## src/rtl/exec_core_if.sv

```systemverilog
// exec_core_if: byte-wide I/O channel between the execution core and its
// devices.
//   tx_data/tx_valid/tx_ready : output stream, core -> sink (valid/ready)
//   rx_data/rx_valid/rx_ready : input stream, source -> core (valid/ready)
// The master modport is the core side. The slave modport is the device side.
interface exec_core_if #(
    parameter int DWIDTH = 8
);
    logic [DWIDTH-1:0] tx_data;
    logic              tx_valid;
    logic              tx_ready;
    logic [DWIDTH-1:0] rx_data;
    logic              rx_valid;
    logic              rx_ready;

    modport master (
        output tx_data, tx_valid, rx_ready,
        input  tx_ready, rx_data, rx_valid
    );

    modport slave (
        input  tx_data, tx_valid, rx_ready,
        output tx_ready, rx_data, rx_valid
    );
endinterface

```

## src/rtl/exec_core.sv

```systemverilog
// exec_core: parameterised multi-cycle execution core.
// The core sequences FETCH -> EXEC -> (WAIT_TX | WAIT_RX) -> FETCH. A HALT
// instruction moves the core into the absorbing HALTED state.
// Each instruction can be gated by a condition on the registered flags. A
// skipped instruction changes no register, flag or I/O state. It still
// advances pc and still pulses retired.
// Ports:
//   system_clk  : clock. All state changes on the rising edge.
//   MR          : asynchronous active-high reset.
//   pc          : program address to the external ROM.
//   instr       : ROM data = {op[2:0], cond[2:0], rd, rs, imm}.
//   phase_exec  : high while the core is in EXEC.
//   io          : tx/rx valid-ready channel (master side).
//   flags_czno  : registered {C,Z,N,O}.
//   retired     : one-cycle pulse in the FETCH cycle after an instruction
//                 completes.
//   halted      : high while the core is in HALTED.
//   halt_code   : R[rs], captured by HALT.
module exec_core #(
    parameter  int DWIDTH = 8,
    parameter  int AWIDTH = 16,
    parameter  int NREGS  = 4,
    localparam int RW     = $clog2(NREGS),
    localparam int IWIDTH = 6 + 2*RW + DWIDTH
) (
    input  logic               system_clk,
    input  logic               MR,
    output logic [AWIDTH-1:0]  pc,
    input  logic [IWIDTH-1:0]  instr,
    output logic               phase_exec,
    exec_core_if.master        io,
    output logic [3:0]         flags_czno,
    output logic               retired,
    output logic               halted,
    output logic [DWIDTH-1:0]  halt_code
);

    typedef enum logic [2:0] {
        S_FETCH, S_EXEC, S_WAIT_TX, S_WAIT_RX, S_HALTED
    } state_t;

    localparam logic [2:0] OP_NOP  = 3'd0;
    localparam logic [2:0] OP_LDI  = 3'd1;
    localparam logic [2:0] OP_ADD  = 3'd2;
    localparam logic [2:0] OP_SUB  = 3'd3;
    localparam logic [2:0] OP_OUT  = 3'd4;
    localparam logic [2:0] OP_IN   = 3'd5;
    localparam logic [2:0] OP_JMP  = 3'd6;
    localparam logic [2:0] OP_HALT = 3'd7;

    state_t                        state_q, state_d;
    logic [AWIDTH-1:0]             pc_q, pc_d, pc_inc, jmp_tgt;
    logic [IWIDTH-1:0]             ir_q, ir_d;
    logic [3:0]                    flags_q, flags_d;
    logic                          retired_q, retired_d;
    logic [DWIDTH-1:0]             tx_data_q, tx_data_d;
    logic [DWIDTH-1:0]             halt_code_q, halt_code_d;
    logic [NREGS-1:0][DWIDTH-1:0]  rf_q;

    logic                          wr_en;
    logic [RW-1:0]                 wr_idx;
    logic [DWIDTH-1:0]             wr_data;

    // Instruction fields decoded from the IR latched in FETCH.
    logic [2:0]         op, cnd;
    logic [RW-1:0]      rd, rs;
    logic [DWIDTH-1:0]  imm, a, b;
    assign {op, cnd, rd, rs, imm} = ir_q;
    assign a = rf_q[rd];
    assign b = rf_q[rs];

    assign pc_inc = pc_q + AWIDTH'(1);

    // Jump target is the low AWIDTH bits of {R[rs], imm}.
    logic [2*DWIDTH-1:0] jcat;
    assign jcat    = {b, imm};
    assign jmp_tgt = jcat[AWIDTH-1:0];

    // Condition codes are evaluated against the flags held at EXEC entry.
    logic cond_ok;
    always_comb begin
        cond_ok = 1'b0;
        case (cnd)
            3'd0:    cond_ok = 1'b1;
            3'd1:    cond_ok = flags_q[3];
            3'd2:    cond_ok = flags_q[2];
            3'd3:    cond_ok = flags_q[1];
            3'd4:    cond_ok = flags_q[0];
            3'd5:    cond_ok = !flags_q[3];
            3'd6:    cond_ok = !flags_q[2];
            default: cond_ok = 1'b0;
        endcase
    end

    // ALU. The subtract carry is the borrow, which is set when rd < rs unsigned.
    logic [DWIDTH:0]    sum, dif;
    logic [DWIDTH-1:0]  alu_res;
    logic               alu_c, alu_o;
    always_comb begin
        sum     = {1'b0, a} + {1'b0, b};
        dif     = {1'b0, a} - {1'b0, b};
        alu_res = sum[DWIDTH-1:0];
        alu_c   = sum[DWIDTH];
        alu_o   = (a[DWIDTH-1] == b[DWIDTH-1]) && (alu_res[DWIDTH-1] != a[DWIDTH-1]);
        if (op == OP_SUB) begin
            alu_res = dif[DWIDTH-1:0];
            alu_c   = dif[DWIDTH];
            alu_o   = (a[DWIDTH-1] != b[DWIDTH-1]) && (alu_res[DWIDTH-1] != a[DWIDTH-1]);
        end
    end

    // Next-state logic and datapath control.
    always_comb begin
        state_d     = state_q;
        pc_d        = pc_q;
        ir_d        = ir_q;
        flags_d     = flags_q;
        retired_d   = 1'b0;
        tx_data_d   = tx_data_q;
        halt_code_d = halt_code_q;
        wr_en       = 1'b0;
        wr_idx      = rd;
        wr_data     = '0;

        case (state_q)
            S_FETCH: begin
                ir_d    = instr;
                state_d = S_EXEC;
            end

            S_EXEC: begin
                if (!cond_ok) begin
                    pc_d      = pc_inc;
                    retired_d = 1'b1;
                    state_d   = S_FETCH;
                end else begin
                    case (op)
                        OP_LDI: begin
                            wr_en     = 1'b1;
                            wr_data   = imm;
                            pc_d      = pc_inc;
                            retired_d = 1'b1;
                            state_d   = S_FETCH;
                        end
                        OP_ADD, OP_SUB: begin
                            wr_en     = 1'b1;
                            wr_data   = alu_res;
                            flags_d   = {alu_c, (alu_res == '0), alu_res[DWIDTH-1], alu_o};
                            pc_d      = pc_inc;
                            retired_d = 1'b1;
                            state_d   = S_FETCH;
                        end
                        OP_OUT: begin
                            // Capture the data now so that it stays stable for the whole wait.
                            tx_data_d = b;
                            state_d   = S_WAIT_TX;
                        end
                        OP_IN: begin
                            state_d = S_WAIT_RX;
                        end
                        OP_JMP: begin
                            pc_d      = jmp_tgt;
                            retired_d = 1'b1;
                            state_d   = S_FETCH;
                        end
                        OP_HALT: begin
                            halt_code_d = b;
                            pc_d        = pc_inc;
                            state_d     = S_HALTED;
                        end
                        default: begin // OP_NOP
                            pc_d      = pc_inc;
                            retired_d = 1'b1;
                            state_d   = S_FETCH;
                        end
                    endcase
                end
            end

            S_WAIT_TX: begin
                // tx_valid is high throughout this state, so any tx_ready here completes the transfer.
                if (io.tx_ready) begin
                    pc_d      = pc_inc;
                    retired_d = 1'b1;
                    state_d   = S_FETCH;
                end
            end

            S_WAIT_RX: begin
                if (io.rx_valid) begin
                    wr_en     = 1'b1;
                    wr_data   = io.rx_data;
                    pc_d      = pc_inc;
                    retired_d = 1'b1;
                    state_d   = S_FETCH;
                end
            end

            S_HALTED: begin
                state_d = S_HALTED;
            end

            default: state_d = S_FETCH;
        endcase
    end

    always_ff @(posedge system_clk or posedge MR) begin
        if (MR) begin
            state_q     <= S_FETCH;
            pc_q        <= '0;
            ir_q        <= '0;
            flags_q     <= '0;
            retired_q   <= 1'b0;
            tx_data_q   <= '0;
            halt_code_q <= '0;
        end else begin
            state_q     <= state_d;
            pc_q        <= pc_d;
            ir_q        <= ir_d;
            flags_q     <= flags_d;
            retired_q   <= retired_d;
            tx_data_q   <= tx_data_d;
            halt_code_q <= halt_code_d;
        end
    end

    always_ff @(posedge system_clk or posedge MR) begin
        if (MR) begin
            rf_q <= '0;
        end else if (wr_en) begin
            rf_q[wr_idx] <= wr_data;
        end
    end

    // The handshake outputs decode directly from the state register.
    // Reset therefore clears them at once, even in the middle of a transfer.
    assign pc          = pc_q;
    assign phase_exec  = (state_q == S_EXEC);
    assign io.tx_valid = (state_q == S_WAIT_TX);
    assign io.tx_data  = tx_data_q;
    assign io.rx_ready = (state_q == S_WAIT_RX);
    assign flags_czno  = flags_q;
    assign retired     = retired_q;
    assign halted      = (state_q == S_HALTED);
    assign halt_code   = halt_code_q;

`ifndef SYNTHESIS
    // An unknown ROM word would silently corrupt the IR, so the simulation stops on it.
    always @(posedge system_clk) begin
        if (!MR && state_q == S_FETCH && $isunknown(instr)) begin
            $error("exec_core: unknown instr at pc %0h", pc_q);
            $finish;
        end
    end
`endif

endmodule

```

## src/flat_wrapper.sv

```systemverilog
// flat-port wrapper written by rule: the top's interface ports become plain ports
module exec_core_flat 
#(
    parameter  int DWIDTH = 8,
    parameter  int AWIDTH = 16,
    parameter  int NREGS  = 4,
    localparam int RW     = $clog2(NREGS),
    localparam int IWIDTH = 6 + 2*RW + DWIDTH
)
  (system_clk, MR, pc, instr, phase_exec, flags_czno, retired, halted, halt_code, io_tx_data, io_tx_valid, io_rx_ready, io_tx_ready, io_rx_data, io_rx_valid);
  exec_core_if #(.DWIDTH(DWIDTH)) io_i ();
  input  logic system_clk;
  input  logic MR;
  output logic [AWIDTH-1:0] pc;
  input  logic [IWIDTH-1:0] instr;
  output logic phase_exec;
  output logic [3:0] flags_czno;
  output logic retired;
  output logic halted;
  output logic [DWIDTH-1:0] halt_code;
  output wire logic [$bits(io_i.tx_data)-1:0] io_tx_data;
  output wire logic [$bits(io_i.tx_valid)-1:0] io_tx_valid;
  output wire logic [$bits(io_i.rx_ready)-1:0] io_rx_ready;
  input wire logic [$bits(io_i.tx_ready)-1:0] io_tx_ready;
  input wire logic [$bits(io_i.rx_data)-1:0] io_rx_data;
  input wire logic [$bits(io_i.rx_valid)-1:0] io_rx_valid;
  assign io_tx_data = io_i.tx_data;
  assign io_tx_valid = io_i.tx_valid;
  assign io_rx_ready = io_i.rx_ready;
  assign io_i.tx_ready = io_tx_ready;
  assign io_i.rx_data = io_rx_data;
  assign io_i.rx_valid = io_rx_valid;
  exec_core #(.DWIDTH(DWIDTH), .AWIDTH(AWIDTH), .NREGS(NREGS)) u_core (.system_clk(system_clk), .MR(MR), .pc(pc), .instr(instr), .phase_exec(phase_exec), .io(io_i), .flags_czno(flags_czno), .retired(retired), .halted(halted), .halt_code(halt_code));
endmodule
```

## config.mk

```make
export PLATFORM = sky130hd
export DESIGN_NAME = exec_core_flat
export DESIGN_NICKNAME = d
export VERILOG_FILES = /design/src/rtl/exec_core_if.sv /design/src/rtl/exec_core.sv /design/src/flat_wrapper.sv
export SDC_FILE = /design/constraint.sdc
export NUM_CORES = 1
export LEC_CHECK = 0
export ABC_AREA = 0
export BUFFER_PORTS_ARGS = -buffer_cell sky130_fd_sc_hd__buf_2
export CELL_PAD_IN_SITES_DETAIL_PLACEMENT = 0
export CELL_PAD_IN_SITES_GLOBAL_PLACEMENT = 1
export CORE_ASPECT_RATIO = 0.7
export CORE_MARGIN = 2
export CORE_UTILIZATION = 49
export CTS_BUF_LIST = sky130_fd_sc_hd__clkbuf_4 sky130_fd_sc_hd__clkbuf_8 sky130_fd_sc_hd__clkbuf_16
export DETAILED_ROUTE_END_ITERATION = 6
export PLACE_DENSITY = 0.85
export SLEW_MARGIN = 20
export SYNTH_ARGS = -nofsm -noshare
export SYNTH_HDL_FRONTEND = slang
export SYNTH_SLANG_ARGS = --single-unit
```

## constraint.sdc

```tcl
create_clock -name system_clk -period 7.8 [get_ports system_clk]
set_input_delay 0.78 -clock system_clk [delete_from_list [all_inputs] [get_ports system_clk]]
set_output_delay 0.78 -clock system_clk [all_outputs]
set_load 0.02 [all_outputs]
```

==> flow_summary.json, run 1 <==
{
  "netlist_instances": 549,
  "grt_max_degree": 59,
  "grt_pass1_vias": 4420,
  "port_buffers": 70,
  "regToRegSetupSlack_ps": 3870,
  "overflow": 0,
  "ys_seq_elements": 90,
  "slowest_stage": "dfrtp_1",
  "clock_sinks": 90,
  "hold_buffers": 0,
  "post_cts_buffers": 0,
  "yosys.area.top_type": "dfrtp_1",
  "path_cells": "mux4_2 -> ha_1 -> fa_1 -> nor2b_1 -> o21ai_0 -> nor4b_1 -> o31ai_1 -> a22oi_1 -> mux2_2",
  "fin_ws_ps": 3870,
  "cts_resized": 0,
  "async_reset_ff_frac": 1.00,
  "antenna_found_initial": 1,
  "fmax_ghz": 0.254,
  "ys.flop_type": "dfrtp_1",
  "wire_per_inst_um": 20.0,
  "seqCellArea_um2": 2250,
  "yosysWarnings": 0,
  "drt_iter0_drc": 391,
  "pre_cts_ws_ps": 3960,
  "tightest_slew_ps": 1110,
  "worstPathRequired_ps": 8080,
  "fin_util": 0.573,
  "htreeDepth": 3,
  "grt_pass1_wl_um": 24400,
  "synthesis.area_um2": 5550,
  "finClkSkew_ps": 6.99,
  "die_h_um": 93.0,
  "worstSetupEndpointType": "register",
  "hold_viol_final": 0,
  "path_clk_slew_ps": 70,
  "io_pins": 71,
  "start_util": 0.504,
  "gp_congestion": 0.906,
  "status": "completed",
  "finalCritPeriodShare": 0.504,
  "critPathBufInv": 0,
  "r2r_end": "u_core.rf_q[20]$_DFFE_PP0P_",
  "grt_usage": 0.259,
  "max_stage_delay_ps": 900,
  "setup_tns_ps": 0,
  "finalMaxSlewViolations": 0,
  "drc_errors": 0,
  "detail_route.wirelength_um": 15300,
  "synth_edf_count": 0,
  "numCtsBuffers": 9,
  "cap_violations": 0,
  "multi_input_area_um2": 3040,
  "diodes": 0,
  "layout.nets": 656,
  "clockBufferDepth": 2,
  "path_class": "reg2reg",
  "regToRegStartpoint": "u_core.ir_q[10]$_DFFE_PP0P_",
  "hpwl_um": 11400,
  "yosys-top-cells-area": "dfrtp_1 41%, mux2_2 8.7%, mux4_2 6.5%",
  "viasPerCell": 6.08,
  "dr.pass1.iters": 5,
  "clk_latency_ps": 350,
  "cpLargestDelayFamily": "flip-flops",
  "start_kind": "register",
  "fin_crit_ps": 3930,
  "yosysSeqAreaShare": 0.406,
  "die_w_um": 131,
  "setup_viol": 0,
  "crit_arrival_ps": 4220,
  "cts_tree": "yes",
  "min_path_type": "in2async",
  "num_rows": 32,
  "vias": 4643,
  "root_buffer": "clkbuf_16",
  "drive_gt1_frac": 0.267,
  "core_area_um2": 11000,
  "die-area_um2": 12200,
  "syn2layout_area_growth_pct": 13.7,
  "rsz0062_at_grt": "false",
  "avgSynthCellArea_um2": 10.1,
  "cp_max_fo": 19,
  "max_slew_margin": 0.260,
  "synth_top_area_share": 0.406,
  "fill_cells": 971,
  "r2r_cells": 9,
  "drtAntennaViolNets": 0,
  "synth_nets": 599,
  "yosysUniqueCellTypes": 61
}
-- synth_stat cells (3+ instances only) --
cell       instances
a21o_1             3
a21oi_1           23
a22oi_1            8
a2bb2oi_1          5
a31o_2             3
a31oi_1           17
and3_1             9
buf_2             11
clkbuf_1          14
dfrtp_1           90
ha_1              18
inv_1             35
mux2_2            43
mux2i_1           17
mux4_2            16
nand2_1           44
nand2b_1           4
nand3_1           17
nand3b_1           3
nand4_1            7
nor2_1            25
nor2b_1            7
nor3_1            10
nor3b_1            3
nor4_1            10
o21a_1             3
o21ai_0           42
o22ai_1            4
o2bb2ai_1          3
or3_1              5
xnor2_1            7
-- final cells by class --
cell class	instances	area share
Multi-Input combinational cell	395	0.482
Sequential cell	90	0.357
Timing Repair Buffer	74	0.0603
Clock buffer	9	0.0357
Tap cell	153	0.0304
Inverter	36	0.0216
Clock inverter	7	0.0125
-- registers in the layout, indices dropped and copies added, names as in the netlist --
register	count
u_core.halt_code	8
u_core.pc	16
u_core.state_q	3
u_core.flags_czno	4
u_core.rf_q	32
u_core.io.tx_data	8
u_core.retired	1
u_core.ir_q	18
-- cells by family (layout without fill, tap and decap cells) --
logic type | count (synthesis) | in the layout | share of synthesized area
xor gates and xnor gates | 8 | 8 | 0.0126
adders and majority gates | 20 | 20 | 0.0478
DFF | 90 | 90 | 0.406
muxes | 76 | 76 | 0.183
and+or+nand+nor | 158 | 158 | 0.149
AOI/OAI and AO/OA | 133 | 133 | 0.154
buffers and inverters | 64 | 126 | 0.0471
-- per-stage QoR --
| stage | hold slack, ps | std cells | cell area [um2] |
|---|---|---|---|
| 3_5_place_dp | 468 | 747 | 6000 |
| 5_1_grt | 510 | 764 | 6310 |
| 6_report | 474 | 764 | 6310 |
| 4_1_cts | 485 | 763 | 6300 |
| 2_1_floorplan | 488 | 549 | 5550 |
| 3_3_place_gp | 465 | 747 | 6000 |
-- cell usage in the layout, fill, tap and decap left out, types with 5 or more instances in the layout --
master,instances
xnor2_1,7
nor2_1,25
nand3_1,17
clkbuf_16,9
a22oi_1,8
a2bb2oi_1,5
o21ai_0,42
mux4_2,16
or3_1,5
mux2_2,43
inv_1,34
a21oi_1,23
buf_2,70
nand2_1,44
nand4_1,7
nor2b_1,7
a31oi_1,17
and3_1,9
dfrtp_1,90
ha_1,18
nor4_1,10
mux2i_1,17
nor3_1,8
-- how the worst max path moves through the flow --
stage,startpoint,endpoint,slack [ps],cells past startpoint
2_1_floorplan,u_core.ir_q[10]$_DFFE_PP0P_,u_core.flags_czno[2]$_DFFE_PP0P_,4430,11
3_3_place_gp,u_core.ir_q[10]$_DFFE_PP0P_,u_core.rf_q[28]$_DFFE_PP0P_,3970,9
3_5_place_dp,u_core.ir_q[10]$_DFFE_PP0P_,u_core.rf_q[30]$_DFFE_PP0P_,3960,11
4_1_cts,u_core.ir_q[10]$_DFFE_PP0P_,u_core.rf_q[14]$_DFFE_PP0P_,3940,11
5_1_grt,u_core.ir_q[10]$_DFFE_PP0P_,u_core.rf_q[4]$_DFFE_PP0P_,3700,9
6_report,u_core.ir_q[10]$_DFFE_PP0P_,u_core.rf_q[20]$_DFFE_PP0P_,3870,9
-- per-layer routing --
metal / GRT usage / up-vias / share of wire
met5: 0 / - / 0
li1: - / 2157 / -
met1: 0.388 / 2295 / 0.47
met4: 0.0453 / 0 / 0.011
met2: 0.396 / 174 / 0.45
met3: 0.0526 / 17 / 0.074
Power of run 1 is left out: the tool's default activity adds up to more than one toggle a clock period on the data nets, which glitch-free logic cannot reach.
==> run 2: changes to the inputs <==
--- a/config.mk
+++ b/config.mk
@@ -5,16 +5,16 @@
 export SDC_FILE = /design/constraint.sdc
 export NUM_CORES = 1
 export LEC_CHECK = 0
-export ABC_AREA = 0
+export ABC_AREA = 1
 export BUFFER_PORTS_ARGS = -buffer_cell sky130_fd_sc_hd__buf_2
 export CELL_PAD_IN_SITES_DETAIL_PLACEMENT = 0
 export CELL_PAD_IN_SITES_GLOBAL_PLACEMENT = 1
 export CORE_ASPECT_RATIO = 0.7
 export CORE_MARGIN = 2
-export CORE_UTILIZATION = 49
+export CORE_UTILIZATION = 42
 export CTS_BUF_LIST = sky130_fd_sc_hd__clkbuf_4 sky130_fd_sc_hd__clkbuf_8 sky130_fd_sc_hd__clkbuf_16
 export DETAILED_ROUTE_END_ITERATION = 6
-export PLACE_DENSITY = 0.85
+export PLACE_DENSITY = 0.8
 export SLEW_MARGIN = 20
 export SYNTH_ARGS = -nofsm -noshare
 export SYNTH_HDL_FRONTEND = slang
==> constraint.sdc (replaced) <==
create_clock -name system_clk -period 4 [get_ports system_clk]
set_input_delay 0.4 -clock system_clk [delete_from_list [all_inputs] [get_ports system_clk]]
set_output_delay 0.4 -clock system_clk [all_outputs]
set_load 0.02 [all_outputs]
==> flow_summary.json, run 2 <==
{
  "drc_errors": 0,
  "status": "completed",
  "finalMaxSlewViolations": 0,
  "path_class": "reg2reg",
  "worstSetupEndpointType": "register",
  "yosys.area_share.xor_xnor": 0.0192,
  "grt_usage": 0.246,
  "core_area_um2": 12500,
  "clockBufferDepth": 2,
  "cp_max_fo": 18,
  "grt_max_degree": 60,
  "ys_seq_elements": 90,
  "drive_gt1_frac": 0.157,
  "tightest_slew_ps": 802,
  "die_w_um": 140,
  "fill_cells": 1248,
  "regToRegStartpoint": "u_core.ir_q[8]$_DFFE_PP0P_",
  "synth_top_family_by_area": "simple AND/OR/NAND/NOR gates",
  "synth_edf_count": 0,
  "root_buffer": "clkbuf_16",
  "grt_pass1_vias": 4912,
  "setup_viol": 0,
  "viasPerCell": 5.31,
  "drt_iter0_drc": 394,
  "regMostFlops": "u_core.rf_q",
  "path_clk_slew_ps": 70,
  "setup_tns_ps": 0,
  "io_pins": 71,
  "post_cts_buffers": 0,
  "wire_per_inst_um": 16.6,
  "numCtsBuffers": 9,
  "gp_congestion": 0.902,
  "cap_violations": 0,
  "ys.flop_type": "dfrtp_1",
  "start_util": 0.436,
  "fin_crit_ps": 3630,
  "fmax_ghz": 0.276,
  "largest_reg_flops": 32,
  "diodes": 0,
  "synthesis.area_um2": 5470,
  "clk_latency_ps": 340,
  "cts_tree": "yes",
  "fin_ws_ps": 371,
  "port_buffers": 70,
  "yosys.area_share.simple": 0.314,
  "seqCellArea_um2": 2250,
  "vias": 5216,
  "ir_worst_vdd_v": 0.000321,
  "synth_top_area_share": 0.412,
  "yosys.area.top_type": "dfrtp_1",
  "multi_input_area_um2": 2830,
  "detail_route.wirelength_um": 16400,
  "hold_viol_final": 0,
  "max_slew_margin": 0.465,
  "crit_arrival_ps": 3850,
  "min_path_type": "in2async",
  "worstPathRequired_ps": 4220,
  "overflow": 0,
  "synth.area.mux_share": 0.00206,
  "yosysWarnings": 0,
  "die-area_um2": 14000,
  "avgSynthCellArea_um2": 7.29,
  "netlist_instances": 750,
  "finClkSkew_ps": 10.9,
  "post-synth-top-count-cell": "nand2_1",
  "synth_nets": 800,
  "drtAntennaViolNets": 0,
  "rsz0062_at_grt": "false",
  "yosysSeqAreaShare": 0.412,
  "dr.pass1.iters": 5,
  "yosys-top-cells-area": "dfrtp_1 41%, nand2_1 21%, inv_1 4.3%",
  "layout.nets": 866,
  "synth_commonest_cells": "309 x nand2_1, 90 x dfrtp_1, 63 x inv_1",
  "pre_cts_ws_ps": 489,
  "syn2layout_area_growth_pct": 14.7,
  "r2r_end": "u_core.rf_q[22]$_DFFE_PP0P_",
  "yosysUniqueCellTypes": 41,
  "synth_compound_area_frac": 0.131,
  "num_rows": 34,
  "final_cell_mix": "309 x nand2_1, 90 x dfrtp_1, 70 x buf_2",
  "start_kind": "register",
  "grt_pass1_wl_um": 26700,
  "clock_sinks": 90,
  "p_per_area_nw_per_um2": 866,
  "htreeDepth": 3,
  "power_leakage_nw": 3.37,
  "async_reset_ff_frac": 1.00,
  "hold_ws_ps": 74.6,
  "synth_adder_area_share": 0.0485,
  "antenna_found_initial": 0,
  "regToRegSetupSlack_ps": 370,
  "r2r_cells": 18,
  "die_h_um": 99.5,
  "layout_commonest_cell": "nand2_1",
  "finalCritPeriodShare": 0.907,
  "hpwl_um": 12400
}
[run 2: cell count changes in the layout (fill, tap and decap cells not counted), moves of 17 or more]
cell,delta
nand2_1,+265
mux2_2,-42
inv_1,+28
o21ai_1,+20
nand3_1,+18
mux2i_1,-17
[run 2: how the worst max path moves through the flow]
stage | slack [ps] | end | depth (start not counted) | startpoint
2_1_floorplan | 1260 | u_core.flags_czno[0]$_DFFE_PP0P_ | 1 | MR
3_3_place_gp | 520 | u_core.rf_q[6]$_DFFE_PP0P_ | 17 | u_core.ir_q[8]$_DFFE_PP0P_
3_5_place_dp | 490 | u_core.rf_q[22]$_DFFE_PP0P_ | 18 | u_core.ir_q[8]$_DFFE_PP0P_
4_1_cts | 420 | u_core.rf_q[22]$_DFFE_PP0P_ | 17 | u_core.ir_q[8]$_DFFE_PP0P_
5_1_grt | 90 | u_core.rf_q[22]$_DFFE_PP0P_ | 18 | u_core.ir_q[8]$_DFFE_PP0P_
6_report | 370 | u_core.rf_q[22]$_DFFE_PP0P_ | 18 | u_core.ir_q[8]$_DFFE_PP0P_
[run 2: cell type report]
type / instances / share of cell area
repair buffers: 74 / 0.0607
clock buffers: 11 / 0.0383
well taps: 162 / 0.0323
inverters: 74 / 0.0445
flip-flops and latches: 90 / 0.359
multi-input cells: 567 / 0.451
clock inverters: 5 / 0.0140
[run 2: worst max-delay path: stages, from the launching register on]
cell and delay (ps):
dfrtp_1 590, inv_2 310, o21ai_0 120, o22ai_1 610
ha_1 260, inv_1 50, fa_1 410, nand2_1 130
nand2_1 80, nand3b_1 110, nand3_1 100, nand2_1 90
nand2_1 70, nand3_1 120, nand2_1 60, nand2_1 90
nand2_1 140, nand2_1 100, nand2_1 60
[run 2: power breakdown]
group          total, mW  switching [mW]  internal, mW
Clock              0.950           0.383         0.568
Combinational       2.86            1.98         0.884
Sequential          1.62           0.358          1.26
[run 2: kinds of logic (layout without fill, tap and decap cells)]
logic type | after synthesis | count (layout)
XOR/XNOR | 12 | 12
AO/OA/AOI/OAI | 120 | 120
adder cells (fa/ha/maj) | 20 | 20
AND/OR/NAND/NOR | 414 | 414
multiplexers | 1 | 1
flip-flops | 90 | 90
buffers and inverters | 93 | 164
[run 2: layer usage]
layer | share of wire | global-route usage
met3 | 0.075 | 0.0506
met5 | 0 | 0
met2 | 0.38 | 0.333
met4 | 0.0094 | 0.0404
met1 | 0.53 | 0.402
[run 2: metrics by stage]
| stage | util | instance area (um2) | total power [mW] | std cells |
|---|---|---|---|---|
| final | 0.500 | 6270 | 5.43 | 983 |
| after detailed placement | 0.472 | 5930 | 4.43 | 967 |
| after floorplan | - | 5470 | 3.61 | 750 |
| after CTS | 0.499 | 6260 | 5.41 | 983 |
| after global routing | 0.500 | 6270 | 5.88 | 983 |
| after global placement | 0.472 | 5930 | 4.41 | 967 |
[run 2: what timing repair did]
item	CTS	global route
setup endpoints to repair	0	2
hold buffers	0	0
resized for setup	0	1
(Power assumes the default switching activity.)
